`src/rtl/forward_east_west_pkg.sv`:
```
// rtl/forward_east_west_pkg.sv - shared spike-router widths, field offsets, FSM and target encodings
package forward_east_west_pkg;

    localparam int DX_WIDTH_DEFAULT      = 9;
    localparam int DY_WIDTH_DEFAULT      = 9;
    localparam int PAYLOAD_WIDTH_DEFAULT = 12;

    localparam int DY_LSB = PAYLOAD_WIDTH_DEFAULT;
    localparam int DX_LSB = DY_WIDTH_DEFAULT + PAYLOAD_WIDTH_DEFAULT;

    typedef enum logic [1:0] {
        S_IDLE  = 2'd0,
        S_READ  = 2'd1,
        S_WRITE = 2'd2
    } state_e;

    typedef enum logic [1:0] {
        TGT_EAST = 2'd0,
        TGT_WEST = 2'd1,
        TGT_NS   = 2'd2
    } target_e;

endpackage

```
`src/rtl/forward_east_west.sv`:
```
// rtl/forward_east_west.sv - horizontal spike routing stage: pops a packet, steps dx toward zero, writes east/west/ns
module forward_east_west
    import forward_east_west_pkg::*;
#(
    parameter int DX_WIDTH      = DX_WIDTH_DEFAULT,
    parameter int DY_WIDTH      = DY_WIDTH_DEFAULT,
    parameter int PAYLOAD_WIDTH = PAYLOAD_WIDTH_DEFAULT,
    parameter int PACKET_WIDTH  = DX_WIDTH + DY_WIDTH + PAYLOAD_WIDTH
) (
    input  logic                          clk,
    input  logic                          rst,
    input  logic [PACKET_WIDTH-1:0]       din,
    input  logic                          in_empty,
    output logic                          read_en,
    input  logic                          east_full,
    input  logic                          west_full,
    input  logic                          ns_full,
    output logic [PACKET_WIDTH-1:0]       dout_ew,
    output logic                          wen_east,
    output logic                          wen_west,
    output logic [DY_WIDTH+PAYLOAD_WIDTH-1:0] dout_ns,
    output logic                          wen_ns
);

    localparam int TAIL_WIDTH = DY_WIDTH + PAYLOAD_WIDTH;

    state_e                  state_q;
    target_e                 target_q;
    target_e                 target_d;
    logic [DX_WIDTH-1:0]     dx_in;
    logic [DX_WIDTH-1:0]     dx_d;
    logic [TAIL_WIDTH-1:0]   tail_in;
    logic                    target_full;

    assign dx_in   = din[PACKET_WIDTH-1 -: DX_WIDTH];
    assign tail_in = din[TAIL_WIDTH-1:0];

    // Stepping toward zero can never wrap, even at the most negative dx.
    always_comb begin
        dx_d     = dx_in;
        target_d = TGT_NS;
        if (dx_in[DX_WIDTH-1]) begin
            target_d = TGT_WEST;
            dx_d     = dx_in + DX_WIDTH'(1);
        end else if (dx_in != '0) begin
            target_d = TGT_EAST;
            dx_d     = dx_in - DX_WIDTH'(1);
        end
    end

    always_comb begin
        target_full = ns_full;
        case (target_q)
            TGT_EAST: target_full = east_full;
            TGT_WEST: target_full = west_full;
            default:  target_full = ns_full;
        endcase
    end

    always_ff @(negedge clk) begin
        if (!rst) begin
            state_q  <= S_IDLE;
            target_q <= TGT_EAST;
            read_en  <= 1'b0;
            wen_east <= 1'b0;
            wen_west <= 1'b0;
            wen_ns   <= 1'b0;
            dout_ew  <= '0;
            dout_ns  <= '0;
        end else begin
            wen_east <= 1'b0;
            wen_west <= 1'b0;
            wen_ns   <= 1'b0;
            case (state_q)
                S_IDLE: begin
                    if (!in_empty) begin
                        read_en <= 1'b1;
                        state_q <= S_READ;
                    end
                end
                S_READ: begin
                    read_en  <= 1'b0;
                    target_q <= target_d;
                    if (target_d == TGT_NS) dout_ns <= tail_in;
                    else                    dout_ew <= {dx_d, tail_in};
                    state_q  <= S_WRITE;
                end
                S_WRITE: begin
                    // A stalled target holds everything; non-target full flags are never looked at.
                    if (!target_full) begin
                        wen_east <= (target_q == TGT_EAST);
                        wen_west <= (target_q == TGT_WEST);
                        wen_ns   <= (target_q == TGT_NS);
                        read_en  <= !in_empty;
                        state_q  <= in_empty ? S_IDLE : S_READ;
                    end
                end
                default: begin
                    read_en <= 1'b0;
                    state_q <= S_IDLE;
                end
            endcase
        end
    end

endmodule

```
`config.mk`:
```
export PLATFORM = sky130hd
export DESIGN_NAME = forward_east_west
export DESIGN_NICKNAME = d
export VERILOG_FILES = /design/src/rtl/forward_east_west_pkg.sv /design/src/rtl/forward_east_west.sv
export SDC_FILE = /design/constraint.sdc
export NUM_CORES = 1
export LEC_CHECK = 0
export BUFFER_PORTS_ARGS = -buffer_cell sky130_fd_sc_hd__buf_2
export CAP_MARGIN = 20
export CELL_PAD_IN_SITES_DETAIL_PLACEMENT = 1
export CELL_PAD_IN_SITES_GLOBAL_PLACEMENT = 2
export CORE_UTILIZATION = 24
export DETAILED_ROUTE_END_ITERATION = 16
export GPL_TIMING_DRIVEN = 0
export MAX_ROUTING_LAYER = met4
export PLACE_DENSITY = 0.73
export SLEW_MARGIN = 10
export SYNTH_ARGS = -nofsm -noshare
export SYNTH_HDL_FRONTEND = slang
export SYNTH_SLANG_ARGS = --single-unit
```
`constraint.sdc`:
```
create_clock -name clk -period 1.5 [get_ports clk]
set_input_delay 0.15 -clock clk [delete_from_list [all_inputs] [get_ports clk]]
set_output_delay 0.15 -clock clk [all_outputs]
set_load 0.02 [all_outputs]
```
Word level (Yosys, flattened, before mapping). Index checks and enable logic that the tools add are counted.

Flip-flop bits (word level): 59. Latch bits: 0. RAM bits: 0. Bits in read-only memories: 0. Bits of input ports: 36. Memories kept: 0.

Add/sub/neg operators: 2. Multiply operators: 0. Divide/modulo/power cells: 0. Magnitude comparators: 0. Eq/ne operators: 7. Shifts and indexed selects: 0. Multiplexer cells: 12. Bitwise logic cells: 3. Reductions and logical operators: 8.

Operator list (number): 9-bit two-way mux (2); 9-bit by 1-bit adder with 9-bit output (second input constant) (1); 9-bit nonzero test (1); 9-bit by 1-bit subtractor with 9-bit output (second input constant) (1); 2-bit two-way mux (4); 2-bit equality test (second input constant) (3); 2-bit one-hot mux with 3 select lines (1); 2-bit AND reduction (3); 2-bit by 1-bit equality test with 1-bit output (second input constant) (2); 2-bit zero test (2); 2-bit != test (second input constant) (2); 1-bit one-hot mux with 2 select lines (2); 1-bit two-way mux (3); 1-bit NOT (3); 3-bit OR reduction (1); 1-bit zero test (1).

Logic depth before layout (Yosys ltp).
Depth after elaboration: 6. Gate-level depth with buffers: 7.

==> impl_metrics.json <==
{
  "outcome": "finished with violations",
  "violations": "negative setup slack",
  "seq_power_share": 0.364,
  "path_clk_slew_ns": 0.03,
  "clk_path_buf_depth": 2,
  "p_comb_frac": 0.128,
  "swShare": 0.3040,
  "finalSetupViolCount": 107,
  "syn_nets": 326,
  "num_rows": 35,
  "io_buffers": 86,
  "io_pins": 91,
  "htree_levels": 3,
  "startpoint_type": "input port",
  "synth_cell_types": 39,
  "rsz0062_at_grt": "yes",
  "antenna_found_initial": 0,
  "peakVddDrop_mv": 0.5135,
  "synth_top_area_share": 0.5027,
  "rrSetupSlack_ns": -0.07,
  "nFillCells": 1154,
  "grt_pass1_wl_um": 13430,
  "placed_cell_area_um2": 3004,
  "powerDensity_nw_per_um2": 1053,
  "hold_end": "dout_ew[9]",
  "yosys.area.top_type": "dfxtp_1",
  "switchingPower_mw": 1.403,
  "finalHoldViolations": 0,
  "yosysSeqAreaShare": 0.5027,
  "grt_pass1_vias": 2905,
  "first_iter_violations": 64,
  "die_x_um": 100.9,
  "r2r_cells": 6,
  "wirelength_um": 8609,
  "cts_tree": "built",
  "die_h_um": 100.9,
  "path_max_fanout": 5,
  "hold_buffers": 0,
  "arrival_ns": 1.57,
  "antenna_cells": 0,
  "cts_sinks": 59,
  "max_slew_margin": 0.5902,
  "syn_avg_cell_area_um2": 8.159,
  "synth-warning-count": 0,
  "gp_congestion": 0.8019,
  "grtUsageTotal": 0.1783,
  "grt_max_degree": 11,
  "ant_nets": 0,
  "routedWlPerCell_um": 14.14,
  "async_flop_share": 0,
  "cts_inserted_buffers": 9,
  "floorplan.initialDensity": 0.2507,
  "routed_via_density": 4.539,
  "die_area_um2": 10190,
  "clock_skew_ns": 0.02336,
  "drtPass1Iterations": 4,
  "ys_ff_latch": 59,
  "drive_gt1_frac": 0.5188,
  "p_int_mw": 3.211,
  "synth_edf_count": 0,
  "path_class": "in2reg",
  "hold_start": "dout_ew[9]",
  "pwr-share-clk": 0.508,
  "synth_area_leaders": "dfxtp_1 50%, nand2_1 15%, a21oi_1 11%",
  "clock_latency_ns": 0.40,
  "area_delta_synth_final_pct": 86.53,
  "r2r_start": "state_q[0]",
  "yosysMostFrequentCell": "nand2_1",
  "synth.top_cells.by_count": "96 x nand2_1, 59 x dfxtp_1, 51 x a21oi_1",
  "tightest_slew_ns": 0.6146,
  "final_net_count": 514,
  "grt_overflow": 0,
  "netlist_instances": 288,
  "netlist_area_um2": 2350,
  "p_leak_nw": 1.979,
  "design_area_um2": 4383,
  "drc": 0,
  "cap_viol_max_count": 0,
  "min_path_cells": 2,
  "root_buffer": "clkbuf_8",
  "power_mw": 4.614,
  "routed-via-count": 2764,
  "worstReg2RegEnd": "dout_ns[15]",
  "cp.required_ns": 1.05,
  "core_area_um2": 9371,
  "endpoint_kind": "flip-flop",
  "worstHoldPathType": "reg2reg",
  "hpwl_um": 5345,
  "synth_flop_cell": "dfxtp_1",
  "layout_setup_ws_ns": -0.5207,
  "drv_slew": 0
}
[logic make-up after synthesis]
logic type      count (synthesis)  share of synthesized area
flops                          59                     0.5027
compound gates                 70                     0.1688
simple gates                  126                     0.2396
mux                             2                   0.009052
xor+xnor                        5                    0.01864
fa+ha+maj                       2                    0.01065
buf+inv                        24                    0.05058
[timing repair]
action / in CTS / in global routing
endpoints found under the setup margin: 109 / 111
gates cloned: 2 / 1
gates resized for setup: 207 / 42
setup buffers: 14 / 16
pin swaps: 19 / 15
[cell usage in the layout, fill, tap and decap left out, drive strengths merged, types with 2 or more instances in the layout]
| master | Yosys | final |
|---|---|---|
| buf | 7 | 129 |
| nand2 | 96 | 96 |
| inv | 5 | 65 |
| dfxtp | 59 | 59 |
| a21oi | 51 | 51 |
| clkbuf | 12 | 18 |
| o21ai | 10 | 10 |
| nand3 | 6 | 6 |
| nor2 | 5 | 5 |
| xnor2 | 4 | 4 |
| nand4 | 3 | 3 |
| bufinv | 0 | 3 |
| or4 | 3 | 3 |
| nand2b | 2 | 2 |
| o211ai | 2 | 2 |
| nor4 | 2 | 2 |
| nor4b | 2 | 2 |
| nor3 | 2 | 2 |
| ha | 2 | 2 |
[layout make-up]
type | instances | area [um2] | area share
buffer | 19 | 158.9 | 0.03625
clock buffer | 9 | 123.9 | 0.02826
clock inverter | 65 | 324.1 | 0.07394
inverter | 4 | 20.02 | 0.004568
multi-input combinational | 205 | 1270 | 0.2898
sequential | 59 | 1255 | 0.2863
tap | 129 | 161.4 | 0.03683
timing repair buffer | 119 | 1070 | 0.2441
[stage by stage]
stage          hold WS [ns]  setup WS [ns]  TNS (ns)  utilization  cells
2_1_floorplan        0.4639        -0.7295    -34.54            -    288
3_3_place_gp         0.4371         -1.134    -57.29       0.3206    503
3_5_place_dp         0.4432         -1.183    -58.60       0.3206    503
4_1_cts              0.4549        -0.4710    -34.93       0.4394    592
5_1_grt              0.4713        -0.5683    -40.28       0.4677    609
6_report             0.4525        -0.5207    -35.62       0.4677    609
[flip-flops by register name, indices dropped and copies added (netlist names)]
name,flops
dout_ew,30
dout_ns,21
state_q,2
target_q,2
read_en,1
wen_east,1
wen_ns,1
wen_west,1
[power by group through the flow]
stage                     Sequential, mW  Clock (mW)  Combinational (mW)
after floorplan                     1.74       0.243               0.183
after global placement              1.68       0.243               0.403
after detailed placement            1.68       0.243               0.409
after CTS                           1.68        2.44               0.537
after global routing                1.68        2.68               0.640
final                               1.68        2.34               0.592
[layer usage]
layer / up-vias / GRT usage / wire length, um / part of all wire
met5: - / - / 0 / 0
met4: 0 / 0.08027 / 86 / 0.010
met3: 10 / 0.08946 / 474 / 0.055
met2: 81 / 0.2845 / 4345 / 0.50
met1: 1333 / 0.1844 / 3702 / 0.43
li1: 1340 / - / - / -
[worst max path at each step]
stage,startpoint,end,cells past startpoint
2_1_floorplan,din[29],dout_ew[22],6
3_3_place_gp,din[22],dout_ew[5],8
3_5_place_dp,din[22],dout_ew[4],8
4_1_cts,din[21],dout_ew[4],9
5_1_grt,din[21],dout_ew[18],9
6_report,din[22],dout_ew[4],9
[critical path, stage by stage]
cell	delay [ns]
buf_6	0.11
inv_4	0.05
ha_4	0.12
or4b_4	0.50
o21ai_4	0.16
buf_6	0.15
buf_6	0.14
nand2_2	0.05
a21oi_2	0.13
Power figures use the tool's default switching activity.
